$ cat src/rtl/ospi_flash_arbiter.sv
// Two-requester round-robin command arbiter sequencing read/write/erase commands
// onto the ospi_flash command port, returning one tagged response per request.
module ospi_flash_arbiter #(
    parameter int RD_CYCLES = 4,
    parameter int WR_CYCLES = 8,
    parameter int ER_CYCLES = 32
) (
    input  logic        clk,
    input  logic        reset_n,
    input  logic [1:0]  req_valid,
    output logic [1:0]  req_ready,
    input  logic [1:0]  req_op0,
    input  logic [1:0]  req_op1,
    input  logic [23:0] req_addr0,
    input  logic [23:0] req_addr1,
    input  logic [31:0] req_wdata0,
    input  logic [31:0] req_wdata1,
    output logic        rsp_valid,
    output logic        rsp_id,
    output logic [31:0] rsp_rdata,
    output logic        rsp_err,
    input  logic        hold_req,
    output logic        flash_cs_n,
    output logic        flash_hold_n,
    output logic        flash_write_enable,
    output logic        flash_read_enable,
    output logic        flash_erase_enable,
    output logic [23:0] flash_address,
    output logic [31:0] flash_data_in,
    input  logic [31:0] flash_data_out
);

    localparam int MAX_RW = (RD_CYCLES > WR_CYCLES) ? RD_CYCLES : WR_CYCLES;
    localparam int MAX_C  = (MAX_RW > ER_CYCLES) ? MAX_RW : ER_CYCLES;
    localparam int CW     = $clog2(MAX_C + 1);

    typedef enum logic [2:0] {IDLE, SETUP, CMD, WAIT, DONE} state_t;

    state_t        state, state_nxt;
    logic          last_grant;
    logic [1:0]    op_q;
    logic [23:0]   addr_q;
    logic [31:0]   wdata_q;
    logic          id_q;
    logic [CW-1:0] cnt;
    logic [CW-1:0] op_cycles;
    logic [31:0]   rdata_q;
    logic          err_q;
    logic          grant_id;
    logic          accept;
    logic [1:0]    acc_op;
    logic [23:0]   acc_addr;
    logic [31:0]   acc_wdata;
    logic          last_wait;

    // Tie goes to the requester that was not served last.
    always_comb begin
        grant_id = 1'b0;
        case (req_valid)
            2'b10:   grant_id = 1'b1;
            2'b11:   grant_id = ~last_grant;
            default: grant_id = 1'b0;
        endcase
        req_ready = '0;
        if (state == IDLE && reset_n && (|req_valid))
            req_ready = grant_id ? 2'b10 : 2'b01;
        accept    = |(req_valid & req_ready);
        acc_op    = grant_id ? req_op1    : req_op0;
        acc_addr  = grant_id ? req_addr1  : req_addr0;
        acc_wdata = grant_id ? req_wdata1 : req_wdata0;
    end

    always_comb begin
        case (op_q)
            2'b00:   op_cycles = CW'(RD_CYCLES);
            2'b01:   op_cycles = CW'(WR_CYCLES);
            default: op_cycles = CW'(ER_CYCLES);
        endcase
    end

    always_comb begin
        state_nxt = state;
        last_wait = (state == WAIT) && !hold_req && (cnt == CW'(1));
        case (state)
            IDLE:    if (accept) state_nxt = (acc_op == 2'b11) ? DONE : SETUP;
            SETUP:   state_nxt = CMD;
            CMD:     state_nxt = WAIT;
            WAIT:    if (last_wait) state_nxt = DONE;
            DONE:    state_nxt = IDLE;
            default: state_nxt = IDLE;
        endcase

        flash_cs_n         = !(state == SETUP || state == CMD || state == WAIT);
        flash_hold_n       = !(state == WAIT && hold_req);
        flash_read_enable  = (state == CMD) && (op_q == 2'b00);
        flash_write_enable = (state == CMD) && (op_q == 2'b01);
        flash_erase_enable = (state == CMD) && (op_q == 2'b10);
        rsp_valid          = (state == DONE);
        rsp_id             = id_q;
        rsp_rdata          = rdata_q;
        rsp_err            = err_q;
        flash_address      = addr_q;
        flash_data_in      = wdata_q;
    end

    always_ff @(posedge clk) begin
        if (!reset_n) begin
            state      <= IDLE;
            last_grant <= 1'b1;
            op_q       <= '0;
            addr_q     <= '0;
            wdata_q    <= '0;
            id_q       <= 1'b0;
            cnt        <= '0;
            rdata_q    <= '0;
            err_q      <= 1'b0;
        end else begin
            state <= state_nxt;
            if (accept) begin
                op_q       <= acc_op;
                addr_q     <= acc_addr;
                wdata_q    <= acc_wdata;
                id_q       <= grant_id;
                last_grant <= grant_id;
                rdata_q    <= '0;
                err_q      <= (acc_op == 2'b11);
            end
            if (state == CMD) begin
                cnt <= op_cycles;
            end else if (state == WAIT && !hold_req) begin
                cnt <= cnt - CW'(1);
                // Read data is only meaningful on the final unheld WAIT cycle.
                if (last_wait)
                    rdata_q <= (op_q == 2'b00) ? flash_data_out : '0;
            end
        end
    end

endmodule

$ cat config.mk
export PLATFORM = sky130hd
export DESIGN_NAME = ospi_flash_arbiter
export DESIGN_NICKNAME = d
export VERILOG_FILES = /design/src/rtl/ospi_flash_arbiter.sv
export SDC_FILE = /design/constraint.sdc
export NUM_CORES = 1
export LEC_CHECK = 0
export ABC_AREA = 1
export CORE_MARGIN = 5
export CORE_UTILIZATION = 42
export CTS_CLUSTER_SIZE = 28
export DETAILED_ROUTE_END_ITERATION = 8
export PLACE_DENSITY_LB_ADDON = 0.3
export SLEW_MARGIN = 30
export SYNTH_ARGS = -nofsm -noshare
export SYNTH_HDL_FRONTEND = slang
export SYNTH_SLANG_ARGS = --single-unit
$ cat constraint.sdc
create_clock -name clk -period 2 [get_ports clk]
set_input_delay 0.2 -clock clk [delete_from_list [all_inputs] [get_ports clk]]
set_output_delay 0.2 -clock clk [all_outputs]
set_load 0.02 [all_outputs]
# Word-level counts from Yosys, hierarchy flattened
# Cells that the tools add are included.
totals:
  reg_bits: 102
  elab_cells: 61
  out_inout_bits: 98
  inputBits: 153
classes:
  eq_ne: 12
  addsub: 1
  n_reduce_logical: 19
  muxes: 18
  bitwise_logic: 2
ops:
  columns: ["cell", "count"]
  rows:
  - ["$mux W32", 6]
  - ["$mux W24", 1]
  - ["$mux W6", 2]
  - ["$pmux W3 S4", 1]
  - ["$pmux W6 S2", 1]
  - ["$mux W3", 3]
  - ["$eq A2 B2 Y1 const B", 4]
  - ["$logic_and A1 B1 Y1", 8]
  - ["$eq A3 B2 Y1 const B", 2]
  - ["$eq A6 B1 Y1 const B", 1]
  - ["$mux W2", 3]
  - ["$sub A6 B1 Y6 const B", 1]
  - ["$ne A2 B2 Y1 const B", 2]
  - ["$reduce_or A2 Y1", 2]
  - ["$eq A3 B1 Y1 const B", 1]
  - ["$eq A3 B3 Y1 const B", 1]
  - ["$logic_not A1 Y1", 3]
  - ["$logic_not A3 Y1", 1]
  - ["$and A2 B2 Y2", 1]
  - ["$eq A2 B1 Y1 const B", 1]
  - ["$logic_not A2 Y1", 1]
  - ["$logic_or A1 B1 Y1", 2]
  - ["$pmux W1 S2", 1]
  - ["$reduce_and A2 Y1", 1]
  - ["2 further kinds", 2]

# Logic depth before layout (Yosys ltp)
depth:
  ltp_word: 10
  mapped_depth: 9
  depth_no_buf: 8

# Worst setup path before layout
# OpenSTA, ideal clock, no wires.
synth_timing:
  path_kind: "register to register"
  startpoint: "reg state[2]"
  endpoint: "reg cnt[3]"
  t_arrival_ns: 1.411
  setup_ns: 0.070
  synth_period_minus_slack_ns: 1.481
  n_path_buf: 0
  stages_incl_launch_ff: 6
  path_slack_ns: 0.519
  required_ns: 1.930
  cell_sequence: "dfxtp_1 nor2_2 nand2_1 nor3_1 nor2_1 a21oi_1"
synth_between:
  elab_chain_len: 3
  elab_cells_between_ends: 5
  classes_between: "eq/ne (2); mux (1); reduce/logical (2)"
synth_rtl:
  columns: ["item", "line_no", "text"]
  rows:
  - ["from (decl)", "39", "state_t state, state_nxt;"]
  - ["from (signal assigned)", "118", "state <= state_nxt;"]
  - ["$eq A3 B2 Y1", "130", "end else if (state == WAIT && !hold_req) begin"]
  - ["$logic_and A1 B1 Y1", "130", null]
  - ["$reduce_bool A2 Y1 (no line)", null, null]
  - ["to (signal assigned)", "129", "cnt <= op_cycles;"]
  - ["to (signal assigned)", "131", "cnt <= cnt - CW'(1);"]
  - ["to (decl)", "45", "logic [CW-1:0] cnt;"]
# Several ways; a longest one is shown, not always the timed one.
# A chain may end at the register's enable or synchronous reset.

# Final worst setup path
layout_timing:
  startpoint: "reg state[0]"
  endpoint: "out rsp_valid"
layout_between:
  elab_chain_len: 1
layout_rtl:
  columns: ["item", "line_no", "text"]
  rows:
  - ["$eq A3 B3 Y1", "98", "rsp_valid = (state == DONE);"]
  - ["to (decl)", "18", "output logic rsp_valid,"]
# Every way passes these cells.

==> summary.json <==
{
  "design.die.area": {"value": 13200, "unit": "um^2"},
  "route.detailed.vias_per_inst": {"value": 5.10},
  "worst_slew_margin_rel": {"value": 0.621},
  "area_delta_synth_final": {"value": 60.4, "unit": "%"},
  "nNetsFinal": {"value": 1060},
  "cts_tree": {"value": "yes"},
  "crit-reg2reg-launch": {"value": "state[2]"},
  "detailedPlacementHpwl": {"value": 12100, "unit": "um"},
  "antenna_violations_before_repair": {"value": 1},
  "total_number_of_clock_tree_sinks": {"value": 102},
  "routed_via_count": {"value": 5353},
  "powerDensity": {"value": 811, "unit": "nW/um^2"},
  "hold_class": {"value": "input pin to register"},
  "post_dp_cell_area": {"value": 7240, "unit": "um^2"},
  "grt_pass1_wl": {"value": 24700, "unit": "um"},
  "ir_worst_vdd": {"value": 0.444, "unit": "mV"},
  "synthesis.area_per_instance": {"value": 6.88, "unit": "um^2"},
  "finalWirelength": {"value": 15700, "unit": "um"},
  "drv_slew": {"value": 0},
  "initial_utilization": {"value": 0.427},
  "htreeDepth": {"value": 3},
  "floorplan.die.height": {"value": 115, "unit": "um"},
  "timing.hold.worst_path_depth": {"value": 3},
  "fin_crit_sh": {"value": 0.984},
  "drt-initial-drc-count": {"value": 435},
  "grt_start_max_net_pins": {"value": 59},
  "final_core_util": {"value": 0.686},
  "finalWorstPathRequiredPeriod": {"value": 1.97, "unit": "ns"},
  "worst_setup_path_end_kind": {"value": "output pin"},
  "detail_route.drc_violations": {"value": 0},
  "design.core.area": {"value": 10800, "unit": "um^2"},
  "worst_path_max_delay_cell": {"value": "sky130_fd_sc_hd__clkdlybuf4s50_1"},
  "final.setup_skew": {"value": 0.0166, "unit": "ns"},
  "clk_pin_slew_worst_paths": {"value": 0.10, "unit": "ns"},
  "synth.yosys.seq_area_share": {"value": 0.441},
  "number_of_global_route_vias_before_repair": {"value": 5297},
  "hold_viol_final": {"value": 0},
  "netlist_area": {"value": 4630, "unit": "um^2"},
  "synth.top_cells.by_area": {"value": "sky130_fd_sc_hd__dfxtp_1 44%, sky130_fd_sc_hd__nand2_1 21%, sky130_fd_sc_hd__a21oi_1 10%"},
  "numCtsBuffers": {"value": 9},
  "maxCapViolations": {"value": 0},
  "worst_r2r_path_depth": {"value": 7},
  "cellLeakagePower": {"value": 2.93, "unit": "nW"},
  "end_point_of_the_worst_hold_path": {"value": "rsp_rdata[5]"},
  "yosys.area.top_type_share": {"value": 0.441},
  "synth_cell_type_count": {"value": 27},
  "global_route.overflow_total": {"value": 0},
  "worst_skew_pair.late_latency": {"value": 0.35, "unit": "ns"},
  "critPathKind": {"value": "register to output pin"},
  "yosysTopAreaCell": {"value": "sky130_fd_sc_hd__dfxtp_1"},
  "final.fill_count": {"value": 918},
  "synth_nets": {"value": 828},
  "cts_hold_repair.buffers": {"value": 0},
  "worst_slew_pin_slew": {"value": 0.569, "unit": "ns"},
  "yosys_warnings": {"value": 0},
  "ctsLongestPathBuffers": {"value": 2},
  "report.final.setup_viol": {"value": 0},
  "mapped_cells": {"value": 673},
  "final_layout_size_suffix_gt1_frac": {"value": 0.0671},
  "crit-reg2reg-capture": {"value": "flash_data_in[11]"},
  "fmax": {"value": 508, "unit": "MHz"},
  "cts.root.buffer_cell": {"value": "sky130_fd_sc_hd__clkbuf_8"},
  "min_delay_startpoint": {"value": "flash_data_out[5]"},
  "portBuffers": {"value": 250},
  "worstPathCellList": {"value": "or2_2, nor2_1, clkdlybuf4s50_1"},
  "insertedDiodeCount": {"value": 0},
  "die_width": {"value": 115, "unit": "um"},
  "critical_path_arrival": {"value": 1.77, "unit": "ns"},
  "setup.reg_to_reg.worst_slack": {"value": 0.24, "unit": "ns"},
  "startpoint_type": {"value": "register"},
  "rsz0062_at_grt": {"value": "no"},
  "ios": {"value": 251},
  "route.antenna.remaining_nets": {"value": 0},
  "critical_path.max_stage_delay": {"value": 0.62, "unit": "ns"},
  "detail_route.first_pass.iterations": {"value": 5},
  "cp_max_fo": {"value": 5},
  "global_route.usage.total": {"value": 0.229},
  "cp.required": {"value": 1.80, "unit": "ns"},
  "status": {"value": "finished clean"},
  "drt-wirelength-per-cell": {"value": 15.0, "unit": "um"},
  "synth_seq_cells": {"value": 102},
  "placement_rows": {"value": 38},
  "gp_routability_congestion": {"value": 0.866},
  "cts_setup_buffers": {"value": 0},
  "stdcell_area": {"value": 7430, "unit": "um^2"}
}
[synth_stat cells (all sizes together)]
library cell  count
a21oi            93
buf              34
clkbuf           13
dfxtp           102
ha                2
inv              23
nand2           267
nand3            77
nand3b            1
nand4             1
nor2             21
nor3              1
o211ai           13
o21ai             7
o21bai            1
o22ai             1
o31ai             1
or2              14
xor2              1
[worst max path at each step]
stage / depth (start not counted) / startpoint / slack (ns) / endpoint
final: 3 / state[0] / 0.03 / rsp_valid
after CTS: 3 / state[0] / 0.02 / rsp_valid
after detailed placement: 10 / req_valid[0] / -0.02 / state[2]
after floorplan: 5 / state[2] / 0.52 / cnt[3]
after global placement: 7 / req_valid[1] / 0.06 / req_ready[1]
after global routing: 3 / state[0] / 0.001 / rsp_valid
[through the flow]
step | hold WS [ns] | TNS [ns] | setup WS, ns | power [W] | cells
6_report | 0.428 | 0 | 0.0322 | 0.00603 | 1049
5_1_grt | 0.426 | 0 | 0.00101 | 0.00640 | 1049
4_1_cts | 0.415 | 0 | 0.0182 | 0.00608 | 1049
3_5_place_dp | 0.457 | -0.0152 | -0.0151 | 0.00478 | 1034
3_3_place_gp | 0.452 | 0 | 0.0592 | 0.00471 | 1034
2_1_floorplan | 0.364 | 0 | 0.519 | 0.00375 | 673
[layer usage]
metal	vias to the layer above	share of wire	global-route usage
met5	-	0.0010	0
met4	2	0.039	0.105
met3	42	0.11	0.0779
met2	238	0.49	0.402
met1	2432	0.36	0.249
li1	2639	-	-
[cells in the final DEF, fill, tap and decap left out, types with 3 or more instances in the layout]
cell type / Yosys / layout
sky130_fd_sc_hd__nor2_2: 2 / 3
sky130_fd_sc_hd__o21ai_0: 6 / 6
sky130_fd_sc_hd__o211ai_1: 13 / 13
sky130_fd_sc_hd__buf_12: 0 / 3
sky130_fd_sc_hd__nand2_2: 3 / 4
sky130_fd_sc_hd__nor2_1: 16 / 15
sky130_fd_sc_hd__dfxtp_1: 102 / 102
sky130_fd_sc_hd__buf_4: 3 / 15
sky130_fd_sc_hd__inv_1: 21 / 20
sky130_fd_sc_hd__clkbuf_8: 0 / 10
sky130_fd_sc_hd__nand2_1: 264 / 263
sky130_fd_sc_hd__inv_2: 2 / 3
sky130_fd_sc_hd__or2_2: 14 / 14
sky130_fd_sc_hd__nor2_4: 3 / 3
sky130_fd_sc_hd__nand3_1: 77 / 77
sky130_fd_sc_hd__dlygate4sd2_1: 0 / 3
sky130_fd_sc_hd__a21oi_1: 93 / 93
sky130_fd_sc_hd__clkdlybuf4s50_1: 0 / 245
[layout make-up]
cell class,instances,area (um^2),share of cell area
clock inverter,5,60.1,0.00808
multi-input combinational,501,2270,0.305
sequential,102,2040,0.275
inverter,23,86.3,0.0116
tap,140,175,0.0236
timing repair buffer,268,2670,0.359
clock buffer,10,138,0.0185
[power breakdown]
part / switching, W / internal, W / total (W)
Clock: 0.000689 / 0.000609 / 0.00130
Sequential: 0.000151 / 0.00226 / 0.00241
Combinational: 0.00132 / 0.000998 / 0.00232
Total: 0.00216 / 0.00387 / 0.00603
[critical path: cells and delay by family (launching register included)]
kind,cells,cell delay [ns]
buf+inv,1,0.62
simple gates,2,0.42
flops,1,0.38
[logic make-up (layout without fill, tap and decap cells)]
kind of cell	Yosys count	count (layout)	share of synthesized area
simple gates	382	382	0.347
compound gates	116	116	0.134
flops	102	102	0.441
buf+inv	70	306	0.0713
fa+ha+maj	2	2	0.00540
xor+xnor	1	1	0.00189
[repair_timing]
action | 4_1_cts | 5_1_grt
resized for setup | 5 | 3
pin swaps | 0 | 0
setup endpoints to repair | 5 | 2
[sequential cells by signal, summed over array words and instances (netlist names)]
name           count
rsp_err            1
cnt                6
rsp_rdata         32
rsp_id             1
flash_data_in     32
flash_address     24
last_grant         1
state              3
op_q               2
Note: power is estimated with default switching activity, not from simulation.
